### src/rtl/muldiv_pkg.sv
// muldiv_pkg: op/state encodings and magnitude helper for seq_muldiv
package muldiv_pkg;
  localparam logic [1:0] OP_MULTU = 2'b00;
  localparam logic [1:0] OP_MULT  = 2'b01;
  localparam logic [1:0] OP_DIVU  = 2'b10;
  localparam logic [1:0] OP_DIV   = 2'b11;
  localparam logic [1:0] S_IDLE = 2'd0;
  localparam logic [1:0] S_RUN  = 2'd1;
  localparam logic [1:0] S_FIX  = 2'd2;
  localparam int ABS_W = 128;
  function automatic logic [ABS_W-1:0] abs_val(input logic [ABS_W-1:0] x);
    return x[ABS_W-1] ? -x : x;
  endfunction
endpackage

### src/rtl/muldiv_signfix.sv
// muldiv_signfix: sign correction and divide-by-zero override of the raw magnitude result
module muldiv_signfix import muldiv_pkg::*; #(
  parameter int WIDTH = 32
) (
  input  logic [2*WIDTH-1:0] raw,
  input  logic [1:0]         op,
  input  logic               a_neg,
  input  logic               b_neg,
  input  logic               b_zero,
  input  logic [WIDTH-1:0]   a,
  output logic [WIDTH-1:0]   hi,
  output logic [WIDTH-1:0]   lo
);
  logic is_div;
  logic [2*WIDTH-1:0] prod;
  logic [WIDTH-1:0] quo, rem;
  always_comb begin
    is_div = op == OP_DIVU || op == OP_DIV;
    prod = (a_neg ^ b_neg) ? -raw : raw;
    quo = (a_neg ^ b_neg) ? -raw[WIDTH-1:0] : raw[WIDTH-1:0];
    rem = a_neg ? -raw[2*WIDTH-1:WIDTH] : raw[2*WIDTH-1:WIDTH];
    lo = !is_div ? prod[WIDTH-1:0] : b_zero ? '1 : quo;
    hi = !is_div ? prod[2*WIDTH-1:WIDTH] : b_zero ? a : rem;
  end
endmodule

### src/rtl/seq_muldiv.sv
// seq_muldiv: iterative radix-2 multiply/divide unit with architectural HI/LO registers
module seq_muldiv import muldiv_pkg::*; #(
  parameter int WIDTH = 32
) (
  input  logic             clk,
  input  logic             reset,
  input  logic             start,
  input  logic [1:0]       op,
  input  logic [WIDTH-1:0] a,
  input  logic [WIDTH-1:0] b,
  input  logic             hi_we,
  input  logic             lo_we,
  input  logic [WIDTH-1:0] wdata,
  output logic             busy,
  output logic             done,
  output logic [WIDTH-1:0] hi,
  output logic [WIDTH-1:0] lo
);
  localparam int CW = $clog2(WIDTH);
  logic [1:0] state, op_q;
  logic [CW-1:0] cnt;
  logic [2*WIDTH-1:0] acc, acc_nxt;
  logic [WIDTH-1:0] mcand, a_q, a_mag, b_mag, fix_hi, fix_lo;
  logic [WIDTH:0] sum, part;
  logic a_neg, b_neg, b_zero, sgn, ge;
  always_comb begin
    sgn = op == OP_MULT || op == OP_DIV;
    a_mag = sgn ? WIDTH'(abs_val(ABS_W'(signed'(a)))) : a;
    b_mag = sgn ? WIDTH'(abs_val(ABS_W'(signed'(b)))) : b;
    sum = {1'b0, acc[2*WIDTH-1:WIDTH]} + {1'b0, acc[0] ? mcand : '0};
    part = {acc[2*WIDTH-1:WIDTH], acc[WIDTH-1]};
    ge = part >= {1'b0, mcand};
    acc_nxt = op_q[1]
      ? {ge ? WIDTH'(part - {1'b0, mcand}) : part[WIDTH-1:0], acc[WIDTH-2:0], ge}
      : {sum, acc[WIDTH-1:1]};
  end
  muldiv_signfix #(.WIDTH(WIDTH)) u_signfix (
    .raw(acc),
    .op(op_q),
    .a_neg(a_neg),
    .b_neg(b_neg),
    .b_zero(b_zero),
    .a(a_q),
    .hi(fix_hi),
    .lo(fix_lo)
  );
  always_ff @(posedge clk) begin
    if (reset) begin
      state <= S_IDLE;
      busy <= 1'b0;
      done <= 1'b0;
      hi <= '0;
      lo <= '0;
      cnt <= '0;
    end else begin
      done <= state == S_FIX;
      if (state == S_IDLE) begin
        if (hi_we) hi <= wdata;
        if (lo_we) lo <= wdata;
        if (start) begin
          state <= S_RUN;
          busy <= 1'b1;
          cnt <= '0;
          op_q <= op;
          a_q <= a;
          mcand <= b_mag;
          acc <= {{WIDTH{1'b0}}, a_mag};
          a_neg <= sgn & a[WIDTH-1];
          b_neg <= sgn & b[WIDTH-1];
          b_zero <= b == '0;
        end
      end else if (state == S_RUN) begin
        acc <= acc_nxt;
        cnt <= cnt + CW'(1);
        if (cnt == CW'(WIDTH - 1)) state <= S_FIX;
      end else begin
        hi <= fix_hi;
        lo <= fix_lo;
        busy <= 1'b0;
        state <= S_IDLE;
      end
    end
  end
endmodule

### config.mk
export PLATFORM = sky130hd
export DESIGN_NAME = seq_muldiv
export DESIGN_NICKNAME = d
export VERILOG_FILES = /design/src/rtl/muldiv_pkg.sv /design/src/rtl/muldiv_signfix.sv /design/src/rtl/seq_muldiv.sv
export SDC_FILE = /design/constraint.sdc
export NUM_CORES = 1
export LEC_CHECK = 0
export CAP_MARGIN = 25
export CORE_UTILIZATION = 53
export CTS_CLUSTER_SIZE = 30
export DETAILED_ROUTE_END_ITERATION = 6
export PLACE_DENSITY = 0.75
export SYNTH_ARGS = -nofsm -noshare
export SYNTH_HDL_FRONTEND = slang
export SYNTH_SLANG_ARGS = --single-unit
### constraint.sdc
create_clock -name clk -period 6.8 [get_ports clk]
set_input_delay 1.7 -clock clk [delete_from_list [all_inputs] [get_ports clk]]
set_output_delay 1.7 -clock clk [all_outputs]
set_load 0.01 [all_outputs]
==> flow_summary.json, run 1 <==
{
  "status": "finished with violations",
  "violations": "design-rule violations",
  "core_mm2": 0.0290,
  "critPathCaptureType": "flop",
  "syn2layout_area_growth_pct": 17.2,
  "die-width_um": 175,
  "ant_nets": 0,
  "wl_um": 53400,
  "portBuffers": 168,
  "numCtsBuffers": 25,
  "clk_path_buf_depth": 3,
  "gp_congestion": 1.00,
  "start_kind": "flop",
  "fin_util": 0.639,
  "p_comb_frac": 0.266,
  "r2r-start": "acc[0]",
  "antenna_cells": 0,
  "via_per_inst": 6.49,
  "ys_top_cells_by_area": "edfxtp_1 25%, dfxtp_1 9.2%, xnor2_1 5.8%",
  "yosys.area.top_type_share": 0.251,
  "synth_ff_type": "edfxtp_1",
  "cts_tree": "yes",
  "min_to": "lo[10]",
  "r2r_slack_ns": 2.30,
  "seqPwrFrac": 0.398,
  "synth_nets": 2055,
  "first_global_vias": 14400,
  "overflow": 0,
  "p_sw_frac": 0.324,
  "hold_depth": 2,
  "max_cap_violations": 0,
  "drive_above_1_share": 0.0549,
  "cp.arrival_ns": 4.75,
  "rows": 62,
  "ir_worst_vdd_mv": 0.202,
  "detail_route.first_pass.iterations": 7,
  "rsz0062_at_grt": "false",
  "ctsResizeCount": 0,
  "min_period_over_period": 0.662,
  "hold_path.startpoint": "lo[10]",
  "fillCellCount": 2526,
  "synth.avg_cell_area_um2": 8.41,
  "synth-edff-count": 132,
  "drtIter0Drc": 1941,
  "htreeDepth": 1,
  "p_clk_frac": 0.335,
  "clock_skew_ns": 0.0132,
  "ys_async_sr_fraction": 0,
  "finalCriticalPeriod_ns": 4.50,
  "r2r_end": "acc[62]",
  "dr_total_vias": 15500,
  "final.setup.worst_slack_ns": 2.30,
  "drc": 9,
  "internal_power_mw": 2.60,
  "ys_seq_area_frac": 0.343,
  "syn_inst": 1880,
  "path_clk_slew_ns": 0.06,
  "grt_pass1_wl_um": 82300,
  "leakagePower_nw": 6.94,
  "power_density_mw_per_mm2": 207,
  "grt_usage": 0.343,
  "layout.nets": 2162,
  "insertion_delay_ns": 0.54,
  "numPlacedInstances": 2343,
  "synth.distinct_cells": 87,
  "final_cells": 2389,
  "ys_ff_latch": 205,
  "root_buffer": "clkbuf_16",
  "slew-limit-headroom": 0.293,
  "setup_tns_ns": 0,
  "reg2regPathDepth": 13,
  "maxSlewViolCount": 0,
  "antenna_found_initial": 0,
  "power.net_switching_mw": 1.25,
  "grt_max_degree": 103,
  "critical_path_class": "flop to flop",
  "tightestPinTransition_ns": 1.06,
  "syn_area_mm2": 0.0158,
  "dp_slack_ns": 2.06,
  "fmax_mhz": 222,
  "start_util": 0.545,
  "critPathMaxFanout": 26,
  "synth_largest_area_cell": "edfxtp_1",
  "worst_hold_path_type": "flop to flop",
  "dieHeight_um": 175,
  "setup_viol_count_final": 0,
  "cts_num_sinks": 205,
  "avgRoutedWirePerCell_um": 22.4,
  "post_cts_buffers": 0,
  "hold_buffers": 0,
  "finalHoldViolCount": 0,
  "pin_count": 169,
  "dp_hpwl_um": 39700,
  "die_area_mm2": 0.0305,
  "cp.required_ns": 7.05,
  "yosysWarnings": 0
}
==> power by group through the flow <==
| stage | clock network (mW) | logic (mW) | registers, mW |
|---|---|---|---|
| 3_3_place_gp | 0 | 0.974 | 1.55 |
| 3_5_place_dp | 0 | 0.995 | 1.55 |
| 6_report | 1.29 | 1.02 | 1.53 |
| 2_1_floorplan | 0 | 0.657 | 1.52 |
| 4_1_cts | 1.30 | 1.00 | 1.52 |
| 5_1_grt | 1.34 | 1.11 | 1.54 |
==> synth_stat cells, drive strengths merged, types with 11 or more instances <==
library cell	count
nand2b	11
nor4	16
edfxtp	132
nor2	161
clkbuf	85
xnor2	105
ha	70
or3	33
a21oi	181
nand3	33
nand4	11
o22ai	14
xor2	75
dfxtp	73
inv	73
a21o	25
mux2i	47
o21ai	178
buf	24
a31oi	33
o211ai	25
and3	14
nand2	185
o221ai	38
nor3	48
nor2b	13
o31ai	22
or4	15
and2	11
a211oi	27
==> worst max-delay path: stages (launching register included) <==
cell and delay (ns):
edfxtp_1 0.51, inv_1 0.29, buf_4 0.36, nor2_1 0.10, ha_1 0.32, o21a_1 0.12
or2_2 0.28, a31oi_1 0.38, o21ai_0 0.38, a41oi_1 0.68, nor4_1 0.15, or4_1 0.45
nand3_1 0.10, a21oi_1 0.08
==> through the flow <==
stage | power [mW] | hold slack (ns) | instance area [um^2]
after floorplan | 2.18 | 0.476 | 15800
after global placement | 2.52 | 0.441 | 17700
after detailed placement | 2.55 | 0.445 | 17700
after CTS | 3.82 | 0.453 | 18500
after global routing | 3.99 | 0.473 | 18500
final | 3.84 | 0.452 | 18500
==> cells by family after synthesis <==
group / after synthesis / share of synthesized area
mux: 53 / 0.0340
flops: 205 / 0.343
buf+inv: 184 / 0.0466
simple gates: 573 / 0.176
xor+xnor: 180 / 0.0998
fa+ha+maj: 72 / 0.0580
compound gates: 613 / 0.242
==> registers in the layout (all words and copies together), names as in the netlist, 2 cells and up <==
| register | cells |
|---|---|
| hi | 32 |
| a_q | 32 |
| acc | 64 |
| lo | 32 |
| mcand | 32 |
| cnt | 5 |
| state | 2 |
==> final cells by class <==
cell class                 count  area, um^2  share of cell area
clock inverter                 9        52.6             0.00284
timing repair buffer         189        1870               0.101
tap                          384         480              0.0259
multi-input combinational   1491        9680               0.523
sequential                   205        5430               0.293
inverter                      75         282              0.0152
clock buffer                  36         729              0.0394
==> per-layer routing <==
metal	track usage	share of wire	up-vias
li1	-	-	7148
met1	0.486	0.43	7414
met2	0.529	0.44	826
met3	0.0592	0.098	112
met4	0.110	0.033	0
met5	0.00641	0	-
==> worst max path at each step <==
stage	to	cells past startpoint	from
3_3_place_gp	acc[29]	10	a[3]
2_1_floorplan	acc[0]	1	reset
4_1_cts	acc[62]	13	acc[0]
5_1_grt	acc[62]	13	acc[0]
6_report	acc[62]	13	acc[0]
3_5_place_dp	acc[29]	10	a[3]
==> placed cells by master (no fill, tap or decap), drive strengths merged, types with 27 or more instances in the layout <==
cell type      Yosys  layout
a21oi            181     181
a31oi             33      33
nand2            185     185
ha                70      70
inv               73      75
nor3              48      48
o221ai            38      38
nand3             33      33
dfxtp             73      73
xnor2            105     105
xor2              75      75
clkbuf            85      36
or3               33      33
o21ai            178     178
nor2             161     161
edfxtp           132     132
a211oi            27      27
mux2i             47      47
clkdlybuf4s50      0     167
Note: power is estimated with default switching activity, not from simulation.
==> run 2, diff against run 1 <==
--- a/config.mk
+++ b/config.mk
@@ -6,10 +6,10 @@
 export NUM_CORES = 1
 export LEC_CHECK = 0
 export CAP_MARGIN = 25
-export CORE_UTILIZATION = 53
+export CORE_UTILIZATION = 58
 export CTS_CLUSTER_SIZE = 30
 export DETAILED_ROUTE_END_ITERATION = 6
-export PLACE_DENSITY = 0.75
+export PLACE_DENSITY = 0.79
 export SYNTH_ARGS = -nofsm -noshare
 export SYNTH_HDL_FRONTEND = slang
 export SYNTH_SLANG_ARGS = --single-unit
==> constraint.sdc (replaced) <==
create_clock -name clk -period 4.29 [get_ports clk]
set_input_delay 1.0725 -clock clk [delete_from_list [all_inputs] [get_ports clk]]
set_output_delay 1.0725 -clock clk [all_outputs]
set_load 0.01 [all_outputs]
==> run 2 against run 1 <==
  * The run now ends clean
  * Die area fell by 8.5%
  * Sequential cell count did not move
  * Sequential power rose by 58%
  * Clock power rose by 77%
  * Critical path type unchanged
  * Worst setup slack got worse by 2.0 ns
  * Critical path depth did not move
==> flow_summary.json, run 2 (same netlist as run 1, synthesis figures left out) <==
{
  "r2r-start": "acc[0]",
  "path_clk_slew_ns": 0.07,
  "antenna_found_initial": 1,
  "min_period_over_period": 0.926,
  "power_mw": 6.38,
  "maxSlewViolCount": 0,
  "drive_above_1_share": 0.0704,
  "finalHoldViolCount": 0,
  "setup_tns_ns": 0,
  "overflow": 0,
  "cp.required_ns": 4.58,
  "drc": 0,
  "ctsResizeCount": 0,
  "fmax_mhz": 252,
  "crit_end": "acc[62]",
  "syn2layout_area_growth_pct": 18.7,
  "critPathSlowestCell": "edfxtp_1",
  "worst_hold_path_type": "flop to flop",
  "leakagePower_nw": 7.12,
  "rsz0062_at_grt": "false",
  "r2r_slack_ns": 0.32,
  "finalCriticalPeriod_ns": 3.97,
  "reg2regPathDepth": 13,
  "portBuffers": 168,
  "wl_um": 54700,
  "dr_total_vias": 15600,
  "via_per_inst": 6.59,
  "critPathTopFamily": "compound AO/OA/AOI/OAI gates",
  "power_density_mw_per_mm2": 340,
  "slew-limit-headroom": 0.339,
  "layout.nets": 2189,
  "cp_slowest_stage_delay_ns": 0.50,
  "hold_buffers": 0,
  "critPathMaxFanout": 25,
  "final_common_cell": "nand2_1",
  "rows": 60,
  "clk_path_buf_depth": 3,
  "grt_pass1_wl_um": 83700,
  "avgRoutedWirePerCell_um": 23.1,
  "numCtsBuffers": 24,
  "root_buffer": "clkbuf_16",
  "post_cts_buffers": 0,
  "final_cell_mix": "185 x nand2_1, 178 x a21oi_1, 173 x o21ai_0",
  "critical_path_class": "flop to flop",
  "dp_hpwl_um": 40800,
  "first_global_vias": 14300,
  "setup_viol_count_final": 0,
  "crit_buf_inv": 2,
  "critPathCaptureType": "flop",
  "htreeDepth": 1,
  "cts_tree": "yes",
  "tightestPinTransition_ns": 0.991,
  "grt_usage": 0.385,
  "cp.arrival_ns": 4.26,
  "start_kind": "flop",
  "clock_skew_ns": 0.0272,
  "insertion_delay_ns": 0.55,
  "start_util": 0.590,
  "drtIter0Drc": 2154,
  "path_depth": 13,
  "status": "complete, no violations",
  "path_cells": "inv_1, buf_4, nor2_1, ha_1, and2_1, a221oi_1, o21ai_1, a221o_1, a41oi_1, nor4_1, or4_1, nand3_1, a21oi_1",
  "grt_max_degree": 75,
  "antenna_cells": 0,
  "largest_register_ffs": 64,
  "die_area_mm2": 0.0279,
  "core_mm2": 0.0268,
  "cts_num_sinks": 205,
  "cp-startpoint": "acc[0]",
  "r2r_end": "acc[62]",
  "pin_count": 169,
  "die-width_um": 167,
  "detail_route.first_pass.iterations": 6,
  "top_register": "acc",
  "max_cap_violations": 0,
  "dieHeight_um": 167,
  "ir_worst_vdd_mv": 0.379,
  "ant_nets": 0,
  "gp_congestion": 1.02
}
## run 2: cell types whose count changed in the layout (fill, tap and decap cells not counted), moves of 2 or more
cell,previous run,this run
clkbuf_8,2,4
clkinvlp_4,2,0
clkbuf_1,7,2
buf_4,18,47
inv_6,1,3
bufinv_16,0,3
## run 2: how the worst min path moves through the flow
stage	startpoint	to	slack, ns	depth (start not counted)
3_3_place_gp	hi[3]	hi[3]	0.44	2
4_1_cts	lo[27]	lo[27]	0.45	2
2_1_floorplan	hi[13]	hi[13]	0.48	2
6_report	lo[22]	lo[22]	0.45	2
5_1_grt	lo[27]	lo[27]	0.47	2
3_5_place_dp	lo[5]	lo[5]	0.45	2
## run 2: worst register-to-register path: cells and delay by family, from the launching register on
family / cells / cell delay (ns)
fa+ha+maj: 1 / 0.34
compound gates: 5 / 1.27
buf+inv: 2 / 0.64
simple gates: 5 / 0.96
flops: 1 / 0.50
## run 2: power breakdown
| group | internal, mW | leakage [nW] | total (mW) | switching, mW |
|---|---|---|---|---|
| logic | 0.701 | 4.84 | 1.69 | 0.987 |
| clock network | 1.36 | 0.432 | 2.28 | 0.917 |
| registers | 2.26 | 1.85 | 2.41 | 0.157 |
## run 2: layer usage
metal	track usage	up-vias	wire (um)
met5	0	-	12
met4	0.136	2	2230
met3	0.0741	148	5840
met2	0.584	939	23600
met1	0.545	7337	23000
li1	-	7211	-
## run 2: layout make-up
class                   instances  area [um^2]
flip-flops and latches        205         5430
fillers                      2158         8040
repair buffers                217         2070
clock buffers                  32          713
inverters                      75          282
multi-input cells            1491         9690
clock inverters                12          158
well taps                     341          427
## run 2: per-stage QoR
step	util	hold WS (ns)	worst slack [ns]	cell area, um^2	cells
after floorplan	-	0.476	0.216	15800	1880
after global placement	0.668	0.439	0.225	17900	2329
after detailed placement	0.668	0.445	0.192	17900	2329
after CTS	0.700	0.454	0.374	18800	2373
after global routing	0.700	0.473	0.0483	18800	2373
final	0.700	0.449	0.317	18800	2373
==> RTL change 1, RTL diff (settings of run 1) <==
`WIDTH` is set to 32 in 2 places; all go to 16.
--- a/src/rtl/muldiv_signfix.sv
+++ b/src/rtl/muldiv_signfix.sv
@@ -1,5 +1,5 @@
 // muldiv_signfix: sign correction and divide-by-zero override of the raw magnitude result
 module muldiv_signfix import muldiv_pkg::*; #(
-  parameter int WIDTH = 32
+  parameter int WIDTH = 16
 ) (
   input  logic [2*WIDTH-1:0] raw,
--- a/src/rtl/seq_muldiv.sv
+++ b/src/rtl/seq_muldiv.sv
@@ -1,5 +1,5 @@
 // seq_muldiv: iterative radix-2 multiply/divide unit with architectural HI/LO registers
 module seq_muldiv import muldiv_pkg::*; #(
-  parameter int WIDTH = 32
+  parameter int WIDTH = 16
 ) (
   input  logic             clk,
Interface: changed (5 resized); port bits go from 169 to 89. No check against the original RTL was run, so the function may have changed too.
==> RTL change 1 against run 1 <==
  * Count of clock-buffer cells in the layout fell by 23
  * Sequential power fell by 48%
  * Worst setup slack improved by 0.57 ns
  * Register-to-register slack improved by 1.0 ns
  * Sequential cell count fell by 97
  * Critical path type is now in2reg
  * Combinational power fell by 55%
  * Hold slack improved by 0.0019 ns
  * Fmax rose by 14%
  * Global-route usage fell by 6.7 points
  * Wire length fell by 62%
  * Final area fell by 51%
  * Power fell by 54%
  * Synthesized area fell by 51%
==> RTL change 1: results (changes against run 1) <==
DRT
------------------------------------------------------------------------
Detailed-routing wirelength on met1 .......................      9240 um   -60%
Total number of vias ......................................        6,895   -56%

CELLS AND AREA
------------------------------------------------------------------------
Clkbuf count ..............................................           13   -64%
Clock network area share ..................................       0.0321   -0.0101
Buffer count excluding the clock tree in the final layout .           98   -48%
Multi-input combinational cell count ......................          706   -53%
Sequential cell area ......................................     2840 um2   -48%
Cell area after layout ....................................     9090 um2   -51%
Fill cell count ...........................................        1,226   -51%

GLOBAL ROUTE
------------------------------------------------------------------------
M1 GR Usage ...............................................        0.388   -0.0978
GRT Resource Usage Total ..................................        0.276   -0.0672
Met2 track demand over resource ...........................        0.434   -0.0949
First-pass GRT wire length ................................    31,900 um   -61%
Number of global-route vias before repair .................        6,122   -57%
Met3 usage ................................................       0.0558   -0.00337

STA
------------------------------------------------------------------------
Relative slew margins .....................................        0.304   +0.0108
Clock Skews ...............................................   0.00796 ns   -0.00522 ns

CRITICAL PATH
------------------------------------------------------------------------
Worst path arrival time ...................................      4.13 ns   -0.62 ns
End of the worst register-to-register path ................      acc[31]

CLOCKING
------------------------------------------------------------------------
Insertion delay to the later sink of the worst-skew pair ..      0.36 ns   -0.18 ns

PLACE
------------------------------------------------------------------------
Placed cells ..............................................        1,127   -52%

SYNTH
------------------------------------------------------------------------
Post-synthesis net count ..................................          991   -52%
Cells after synthesis .....................................          897   -52%
Most area-consuming cells after synthesis ................. edfxtp_1 (26%), dfxtp_1 (10%), ha_1 (5.9%)
Leading cell types by count after synthesis ............... nor2_1 (89), nand2_1 (88), a21oi_1 (76)
Distinct cell type count of the synthesized netlist .......           66   -24%

OUTCOME
------------------------------------------------------------------------
Status .................................................... finished clean

POWER
------------------------------------------------------------------------
Power in combinational cells ..............................       459 uW   -55%
Peak supply drop ..........................................     0.185 mV   -8.3%
Final total power .........................................      1780 uW   -54%

DIE
------------------------------------------------------------------------
Initial cell density of the core ..........................        0.552   +0.00747

## RTL change 1: cell count changes in the layout (fill, tap and decap cells not counted), moves of 23 or more
| cell | change |
|---|---|
| dfxtp_1 | -33 |
| clkdlybuf4s50_1 | -79 |
| xor2_1 | -39 |
| inv_1 | -40 |
| nor2_1 | -68 |
| a21oi_1 | -102 |
| xnor2_1 | -56 |
| ha_1 | -33 |
| o221ai_1 | -23 |
| o21ai_0 | -121 |
| edfxtp_1 | -64 |
| nand2_1 | -97 |
## RTL change 1: logic make-up after synthesis
logic type / after synthesis / share of synthesized area
xor+xnor: 83 / 0.0934
simple gates: 286 / 0.172
flops: 108 / 0.365
buf+inv: 83 / 0.0405
compound gates: 263 / 0.218
fa+ha+maj: 39 / 0.0646
mux: 35 / 0.0458
## RTL change 1: critical path: stages
cell and delay [ns]:
clkdlybuf4s50_1 0.48, or3_1 0.42, nor3_1 0.21, nand3_1 0.20
or3_1 0.42, or3_1 0.32, o31ai_1 0.19, nand3_1 0.09
o21ai_0 0.10
==> RTL change 2, RTL diff (config.mk and constraints of run 1) <==
Without the edit above. Register the output `hi` once more; this adds one clock of latency there. The other outputs are not delayed to match.
--- a/src/rtl/seq_muldiv.sv
+++ b/src/rtl/seq_muldiv.sv
@@ -18,4 +18,6 @@
 );
   localparam int CW = $clog2(WIDTH);
+
+  logic [WIDTH-1:0] hi_s0;
   logic [1:0] state, op_q;
   logic [CW-1:0] cnt;
@@ -50,5 +52,5 @@
       busy <= 1'b0;
       done <= 1'b0;
-      hi <= '0;
+      hi_s0 <= '0;
       lo <= '0;
       cnt <= '0;
@@ -56,5 +58,5 @@
       done <= state == S_FIX;
       if (state == S_IDLE) begin
-        if (hi_we) hi <= wdata;
+        if (hi_we) hi_s0 <= wdata;
         if (lo_we) lo <= wdata;
         if (start) begin
@@ -75,5 +77,5 @@
         if (cnt == CW'(WIDTH - 1)) state <= S_FIX;
       end else begin
-        hi <= fix_hi;
+        hi_s0 <= fix_hi;
         lo <= fix_lo;
         busy <= 1'b0;
@@ -82,4 +84,8 @@
     end
   end
+  always_ff @(posedge clk) begin
+    hi <= hi_s0;
+  end
+
 endmodule
 
Formal check against the unedited RTL: not equivalent (a bounded check fails within 4 cycles, from zero or initial values and one cycle with reset high).
==> RTL change 2 against run 1 <==
  * Power grew 13%
  * Clock power up 19%
  * Largest power group unchanged
  * Worst setup slack improved by 0.25 ns
  * Sequential cell count is 32 higher
  * Final area is 5.2% higher
  * Synthesized area up 4.7%
  * Hold slack worse by 0.11 ns
  * Wire length fell by 0.34%
==> RTL change 2: results (changes against run 1) <==
GLOBAL ROUTE
--------------------------------------------------------------------------------
Met2 track demand over resource ...................................        0.517   -0.0121
Met3 usage ........................................................       0.0416   -0.0176
GRT Resource Usage Total ..........................................        0.330   -0.0127
Pin count of the biggest net entering global routing ..............          121   +17%
M1 GR Usage .......................................................        0.472   -0.0141
First-pass GRT wire length ........................................    81,000 um   -1.5%

DRT
--------------------------------------------------------------------------------
Detailed-routing wirelength on met1 ...............................    23,100 um   +0.99%
Drt pass-1 iters ..................................................            5   -2
Amount of wire on met2 after detailed routing .....................    23,700 um   +0.85%
Iteration-0 DRC count of the detailed router ......................        1,767   -9.0%
Sum of routed wire length over all layers .........................    53,200 um   -0.34%
Ratio of routed vias to standard cells ............................         6.28   -3.3%

CRITICAL PATH
--------------------------------------------------------------------------------
Worst path arrival time ...........................................      4.52 ns   -0.23 ns
Cell type group with the largest total delay on the critical path . simple AND/OR/NAND/NOR gates
Critical path's largest stage delay ...............................      0.57 ns   -0.11 ns
Critical Path Slowest Stage Cell ..................................        or4_1

CELLS AND AREA
--------------------------------------------------------------------------------
Post-layout net count .............................................        2,217   +2.5%
Filler-free cell count of the finished design .....................        2,459   +2.9%

SYNTH
--------------------------------------------------------------------------------
Leading cell types by count after synthesis ....................... nand2_1 (214), a21oi_1 (184), nor2_1 (183)
Distinct cell type count of the synthesized netlist ...............           78   -10%
Most area-consuming cells after synthesis ......................... edfxtp_1 (24%), dfxtp_1 (13%), xnor2_1 (6.2%)
Xor and xnor area share after synthesis ...........................        0.108   +0.00774
Adder-Cell Fraction of Synth Area .................................       0.0554   -0.00258
Fraction of the mapped netlist area in compound gates .............        0.217   -0.0257
Mux share of post-synthesis cell area .............................       0.0390   +0.00492
Post-synthesis net count ..........................................        2,114   +2.9%

STA
--------------------------------------------------------------------------------
Clock Skews .......................................................    0.0285 ns   +0.0153 ns
Measured slew at the worst slew-check pin .........................     0.999 ns   -0.0617 ns

OUTCOME
--------------------------------------------------------------------------------
Status ............................................................ finished clean

POWER
--------------------------------------------------------------------------------
Leak Pwr ..........................................................   0.00751 uW   +8.2%
Peak supply drop ..................................................     0.240 mV   +19%
Switching power summed over all nets ..............................      1350 uW   +8.3%
Switching fraction of total power .................................        0.312   -0.0124

CLOCKING
--------------------------------------------------------------------------------
Clock buffers created by TritonCTS ................................           27   +8.0%
Insertion delay to the later sink of the worst-skew pair ..........      0.57 ns   +0.03 ns

PLACE
--------------------------------------------------------------------------------
HPWL after detailed placement .....................................    39,900 um   +0.53%

## RTL change 2: cell type report
type	count	area, um2
Timing Repair Buffer	194	1940
Clock buffer	31	712
Tap cell	396	495
Multi-Input combinational cell	1516	9830
Inverter	66	248
Clock inverter	19	209
Fill cell	2687	11200
Sequential cell	237	6070
## RTL change 2: final timing paths
check,depth (start not counted),from,to,slack [ns]
hold reg to reg,0,hi_s0[14],hi[14],0.35
hold / removal,0,hi_s0[14],hi[14],0.35
setup reg to reg,12,acc[51],acc[63],2.55
setup / recovery,10,a[15],acc[29],2.55
## RTL change 2: worst register-to-register path, cell delays in order, from the launching register on
cell      delay (ns)
edfxtp_1        0.57
ha_1            0.48
a21oi_1         0.24
o21ai_0         0.24
or3_1           0.44
a21oi_1         0.34
nor4_2          0.10
buf_4           0.19
nor2_4          0.23
buf_4           0.50
o21bai_1        0.17
a211o_1         0.33
a221oi_1        0.25
